==> src/rtl/coeff_mem_arbiter_pkg.sv <==
// Shared definitions for the coefficient memory arbiter and its memory model.
//   - Default coefficient word width and word count.
//   - Address-width derivation.
//   - Arbiter grant state enumeration.
package coeff_mem_arbiter_pkg;

  localparam int unsigned DepthDefault      = 24;
  localparam int unsigned WordsDefault      = 5;
  localparam int unsigned WrBurstMaxDefault = 4;

  // Bits needed to address `words` entries; never narrower than one bit.
  function automatic int unsigned addr_width(input int unsigned words);
    return (words > 1) ? $clog2(words) : 1;
  endfunction

  typedef enum logic [1:0] {
    StIdle = 2'd0,
    StWr   = 2'd1,
    StRd   = 2'd2
  } arb_state_e;

endpackage

==> src/rtl/coeff_mem_arbiter.sv <==
// Arbitrates a host configuration write port and a tree-walker read port onto
// one single-port coefficient memory. Writes win by default; a pending read is
// forced through after WR_BURST_MAX consecutive writes so it cannot starve.
// Ports:
//   clk, reset            - clock and synchronous active-low reset
//   cfg_valid/ready/addr/data - host write request and grant
//   rd_valid/ready/addr   - read request and grant
//   rsp_valid/rsp_data    - read response, one cycle after the read grant
//   mem_ce/we/a/d, mem_q  - memory port (mem_q is the registered read data)
//   err_oob               - sticky: an out-of-range address was accepted
module coeff_mem_arbiter
  import coeff_mem_arbiter_pkg::*;
#(
  parameter int unsigned DEPTH        = DepthDefault,
  parameter int unsigned WORDS        = WordsDefault,
  parameter int unsigned WR_BURST_MAX = WrBurstMaxDefault,
  localparam int unsigned AW          = addr_width(WORDS)
) (
  input  logic             clk,
  input  logic             reset,
  input  logic             cfg_valid,
  output logic             cfg_ready,
  input  logic [AW-1:0]    cfg_addr,
  input  logic [DEPTH-1:0] cfg_data,
  input  logic             rd_valid,
  output logic             rd_ready,
  input  logic [AW-1:0]    rd_addr,
  output logic             rsp_valid,
  output logic [DEPTH-1:0] rsp_data,
  output logic             mem_ce,
  output logic             mem_we,
  output logic [AW-1:0]    mem_a,
  output logic [DEPTH-1:0] mem_d,
  input  logic [DEPTH-1:0] mem_q,
  output logic             err_oob
);

  localparam int unsigned CW = addr_width(WR_BURST_MAX + 1);

  // state_d is this cycle's grant decision; state_q remembers last cycle's
  // grant so a read response can be issued one cycle later.
  arb_state_e    state_q, state_d;
  logic [CW-1:0] burst_q, burst_d;
  logic          rd_oob_q, rd_oob_d;
  logic          err_q, err_d;

  logic burst_full;
  logic wr_in_range;
  logic rd_in_range;

  assign burst_full  = (burst_q == CW'(WR_BURST_MAX));
  assign wr_in_range = (32'(cfg_addr) < WORDS);
  assign rd_in_range = (32'(rd_addr) < WORDS);

  always_comb begin
    state_d   = StIdle;
    burst_d   = burst_q;
    rd_oob_d  = 1'b0;
    err_d     = err_q;
    cfg_ready = 1'b0;
    rd_ready  = 1'b0;
    mem_ce    = 1'b0;
    mem_we    = 1'b0;
    mem_a     = '0;
    mem_d     = '0;

    // Grants are suppressed combinationally while reset is held low.
    if (reset) begin
      if (rd_valid && (!cfg_valid || burst_full)) begin
        state_d = StRd;
      end else if (cfg_valid) begin
        state_d = StWr;
      end
    end

    unique case (state_d)
      StWr: begin
        cfg_ready = 1'b1;
        if (wr_in_range) begin
          mem_ce = 1'b1;
          mem_we = 1'b1;
          mem_a  = cfg_addr;
          mem_d  = cfg_data;
        end else begin
          err_d = 1'b1;
        end
      end
      StRd: begin
        rd_ready = 1'b1;
        if (rd_in_range) begin
          mem_ce = 1'b1;
          mem_a  = rd_addr;
        end else begin
          // Still answered next cycle, but with zero data.
          err_d    = 1'b1;
          rd_oob_d = 1'b1;
        end
      end
      default: ;
    endcase

    // Count writes that held off a waiting read; any read grant or an idle
    // read side restarts the count.
    if (state_d == StRd || !rd_valid) begin
      burst_d = '0;
    end else if (state_d == StWr && !burst_full) begin
      burst_d = burst_q + CW'(1);
    end
  end

  always_ff @(posedge clk) begin
    if (!reset) begin
      state_q  <= StIdle;
      burst_q  <= '0;
      rd_oob_q <= 1'b0;
      err_q    <= 1'b0;
    end else begin
      state_q  <= state_d;
      burst_q  <= burst_d;
      rd_oob_q <= rd_oob_d;
      err_q    <= err_d;
    end
  end

  // Gating by reset makes a response in flight vanish the moment reset is
  // applied, and keeps every output at its reset value during reset.
  assign rsp_valid = reset && (state_q == StRd);
  assign rsp_data  = (rsp_valid && !rd_oob_q) ? mem_q : '0;
  assign err_oob   = reset && err_q;

endmodule

==> config.mk <==
export PLATFORM = sky130hd
export DESIGN_NAME = coeff_mem_arbiter
export DESIGN_NICKNAME = d
export VERILOG_FILES = /design/src/rtl/coeff_mem_arbiter_pkg.sv /design/src/rtl/coeff_mem_arbiter.sv
export SDC_FILE = /design/constraint.sdc
export NUM_CORES = 1
export LEC_CHECK = 0
export BUFFER_PORTS_ARGS = -buffer_cell sky130_fd_sc_hd__buf_2
export CORE_MARGIN = 3
export CORE_UTILIZATION = 30
export DETAILED_ROUTE_END_ITERATION = 7
export GPL_TIMING_DRIVEN = 0
export PLACE_DENSITY = 0.81
export REMOVE_ABC_BUFFERS = 1
export SYNTH_ARGS = -nofsm -noshare
export SYNTH_HDL_FRONTEND = slang
export SYNTH_SLANG_ARGS = --single-unit
export TNS_END_PERCENT = 100
==> constraint.sdc <==
create_clock -name clk -period 2.4 [get_ports clk]
set_input_delay 0.48 -clock clk [delete_from_list [all_inputs] [get_ports clk]]
set_output_delay 0.48 -clock clk [all_outputs]
set_load 0.005 [all_outputs]
Word level (Yosys, flattened, before mapping)
Index checks and enable logic that the tools add are counted.
Cells by class
  add/subtract/negate cells: 1
  order comparisons: 2
  equality and inequality tests: 6
  muxes and demuxes: 19
  bitwise gates (word level): 1
  reduce and logical (&&, ||, !) cells: 15
Operator list (number)
  $mux 24: 3
  $mux 1: 9
  $lt 3x3->1 const B: 2
  $mux 3: 2
  $pmux 3 s2: 1
  $logic_and 1x1->1: 5
  $eq 2x2->1 const B: 2
  $logic_not 1->1: 4
  $mux 2: 2
  $ne 2x2->1 const B: 2
  $pmux 1 s2: 2
  $add 3x1->3 const B: 1
  $eq 3x3->1 const B: 1
  $reduce_and 3->1: 1
  $eq 2x1->1 const B: 1
  $logic_or 1x1->1: 2
  $reduce_and 2->1: 1
  $reduce_bool 2->1: 1
  $reduce_or 2->1: 1
  $not 1->1: 1
Word-level totals
  flip-flop bits (word level): 7

Logic depth before layout (Yosys ltp)
  depth after elaboration: 8
  mapped depth: 10

Least setup slack after synthesis
Ideal clock, no wire load.
  path type: reg-to-output
  start point: register burst_q[0]
  end point: output port mem_a[0]
  arrival: 1.609 ns
  required time: 1.920 ns
  slack: 0.311 ns
  cell stages (with the launch flop): 11
  path buffers: 1
  path through: dfxtp_1 -> inv_1 -> ha_1 -> nand2_1 -> a21oi_1 -> inv_1 -> ha_1 -> buf_2 -> nor2b_1 -> a22oi_1 -> nor2_1
On the way
  word-level cells in the longest chain between the ends: 7
  elaborated cells on any way between the ends: 8
RTL lines
  start: declaration: RTL line coeff_mem_arbiter.sv:43  | logic [CW-1:0] burst_q, burst_d;
  start signal: assignment: RTL line coeff_mem_arbiter.sv:119  | burst_q <= burst_d;
  $eq 3x3->1 (*): RTL line coeff_mem_arbiter.sv:51  | assign burst_full = (burst_q == CW'(WR_BURST_MAX));
  $logic_or 1x1->1 (*): RTL line coeff_mem_arbiter.sv:69  | if (rd_valid && (!cfg_valid || burst_full)) begin
  $logic_and 1x1->1 (*): RTL line coeff_mem_arbiter.sv:69
  $mux 2 (*): RTL line coeff_mem_arbiter.sv:69
  $mux 2 (*): RTL line coeff_mem_arbiter.sv:68  | if (reset) begin
  via state_d[1]: RTL line coeff_mem_arbiter.sv:42  | arb_state_e state_q, state_d;
  $eq 2x2->1 or $eq 2x1->1 (tied branches): RTL line coeff_mem_arbiter.sv:76  | unique case (state_d)
  $pmux 3 s2 (*): RTL line coeff_mem_arbiter.sv:76
  end: declaration: RTL line coeff_mem_arbiter.sv:32  | output logic [AW-1:0] mem_a,
Mark *: on every way through the listed nets, which the timed path passes. The rest lies on a longest branch.

Worst setup path after layout
  start point: register burst_q[1]
  end point: output port mem_a[2]
Same word-level chain as after synthesis.

==> flow_summary.ini <==
[worst_setup_path]
cp.required_ns = 1.92
crit_type = flip-flop to output port
crit_fanout = 5
reg2reg_to = burst_q[1]
crit_path_end_kind = output port
arrival_ns = 1.84
r2r_start = burst_q[1]
start_kind = flip-flop
ff2ff_setup_slack_ns = 0.45
rr_worst_depth = 8

[sta]
worstMarginPinSlew_ns = 0.479
skew_ns = 0.000262
slew_headroom = 0.680
hold_ws_ns = 0.475
drv_slew = 0
fin_crit_ns = 2.32
finalHoldViolCount = 0
setup_viol = 0
timing.final.ws_setup_ns = 0.0773
fmax_ghz = 0.431
fin_crit_sh = 0.968

[drt]
dr.first_iter.drc_count = 69
drt_pass1_iterations = 4
routedWlPerCell_um = 13.5
totalWireLength_um = 3460
drcViolationCount = 0
vias_per_cell = 4.59
final_antenna_net_count = 0
via_count = 1174

[placed_design]
portBuffers = 114
place_ws_ns = -0.300
gp_congestion = 0.758
hpwl_um = 2800
dp.cells = 244
place_area_mm2 = 0.00135

[grt]
gr-usage-met3 = 0.0701
grt_max_degree = 26
grt_pass1_vias = 1001
antenna_found_initial = 0
use_met1 = 0.214
grt-ovfl-total = 0
grt_use_total = 0.189
met2_usage = 0.351
grt_busiest_layer = met2
grt_pass1_wl_um = 5010

[floorplan]
core_area_mm2 = 0.00234
dieArea_mm2 = 0.00327
io_pins = 115
die_y_um = 57.2
start_util = 0.336
fp.dieW_um = 57.2
row_count = 17

[yosys]
ys.flop_type = dfxtp_1
syn_area_um2 = 787
ys_warn_count = 0
async_flop_share = 0
synth_seq_cells = 7
synth_area_leaders = and2_1, and3_1, dfxtp_1, ha_1, buf_6
syn_inst = 109
synth.distinct_cells = 28
yosysTopAreaCell = and2_1
yosysTopAreaCellShare = 0.199
syn_area_per_cell_um2 = 7.22
synth-edff-count = 0
ys_seq_area_frac = 0.178

[power_and_ir_drop]
p_leak_nw = 0.993
irDropWorstVdd_mv = 0.305
power.total_w = 0.000377
powerDensity_mw_per_mm2 = 249

[final_layout]
areaGrowthSynthToFinish_pct = 92.5
nets = 292
n_antenna_cell = 0
fill_cells = 222
fin_cells = 256
drive_above_1_share = 0.610
final_area_mm2 = 0.00152

[run]
maxCapViolations = 0

[cts]
clk_latency_ns = 0.25
numCtsBuffers = 3
ctsLongestPathBuffers = 2
clkSlewWorstSetupHoldPaths_ns = 0.05
cts_tree = done
htree_levels = 1
clockRootBuffer = clkbuf_4
clock-sinks = 7

[worst_hold_path]
hold_path_end = state_q[1]
worstHoldStart = cfg_valid
worstHoldPathType = primary input to flip-flop
hold_depth = 2

[outcome]
status = complete, no violations
-- stage by stage --
stage	setup TNS [ns]	utilization
after global placement	-0.963	0.577
final	0	0.648
after CTS	-0.0257	0.621
after floorplan	0	-
after detailed placement	-1.59	0.577
after global routing	-0.0559	0.648
-- cell usage in the layout, fill, tap and decap left out, types with 2 or more instances in the layout --
master	instances
buf_4	8
dfxtp_1	5
nand2_1	5
buf_2	114
clkbuf_4	3
a21oi_1	3
dfxtp_2	2
ha_1	2
nor2_1	5
and2_1	25
ha_4	3
inv_1	5
a22oi_1	2
and3_1	24
-- synthesized netlist by cell type, types with 2 or more instances --
library cell and n:
and2_1 25, a21oi_1 4, dfxtp_1 7, nand2_1 6, a31oi_1 2, inv_1 6
and3_1 24, nor2_1 5, clkbuf_1 4, nor2b_1 2, a22oi_1 2, ha_1 5
buf_6 2
-- metal layers --
layer  vias to the layer above  part of all wire
met1                       502              0.37
met4                         0             0.014
met3                         8             0.085
met5                         -                 0
met2                        59              0.53
li1                        605                 -
-- critical path: stages, from the launching register on --
cell and delay (ns):
dfxtp_2 0.34, inv_1 0.07, ha_4 0.18, a31oi_4 0.23, inv_2 0.09, ha_4 0.26
o32ai_1 0.26, buf_2 0.17
-- timing repair --
action | in CTS | in global routing
pin swaps | 2 | 4
resized for setup | 8 | 7
buffers inserted | 3 | 5
cloned | 0 | 0
hold buffers | 0 | 0
setup endpoints to repair | 30 | 14
-- worst max path at each step --
stage | start | end | slack (ns) | depth (start not counted)
6_report | burst_q[1] | mem_a[2] | 0.08 | 7
5_1_grt | burst_q[1] | mem_a[1] | -0.04 | 9
4_1_cts | burst_q[0] | mem_a[2] | -0.03 | 9
3_5_place_dp | burst_q[0] | mem_a[2] | -0.30 | 9
3_3_place_gp | reset | mem_a[2] | -0.30 | 7
2_1_floorplan | burst_q[0] | mem_a[2] | 0.12 | 6
-- layout make-up --
type                            count  area (um2)  area share
Sequential cell                     7         143      0.0941
Inverter                            6        22.5      0.0149
Clock buffer                        4        26.3      0.0173
Tap cell                           28        35.0      0.0231
Timing Repair Buffer              122         631       0.416
Multi-Input combinational cell     89         658       0.434
-- cells by family after synthesis --
| family | count (synthesis) | share of synthesized area |
|---|---|---|
| compound gates | 14 | 0.119 |
| xor+xnor | 1 | 0.0111 |
| fa+ha+maj | 5 | 0.0795 |
| buf+inv | 13 | 0.0827 |
| flops | 7 | 0.178 |
| mux | 1 | 0.0127 |
| simple gates | 68 | 0.517 |
-- where the power goes --
| part | internal, W | switching (W) | leakage, nW | total, W |
|---|---|---|---|---|
| combinational | 0.0000836 | 0.0000659 | 0.920 | 0.000149 |
| clock | 0.0000634 | 0.0000424 | 0.0150 | 0.000106 |
| sequential | 0.000121 | 0.00000118 | 0.0581 | 0.000122 |
-- sequential cells by signal, summed over array words and instances, names as in the netlist --
name / count
state_q: 2
burst_q: 3
rd_oob_q: 1
err_q: 1
No activity file was read; power rests on OpenSTA's default activity.
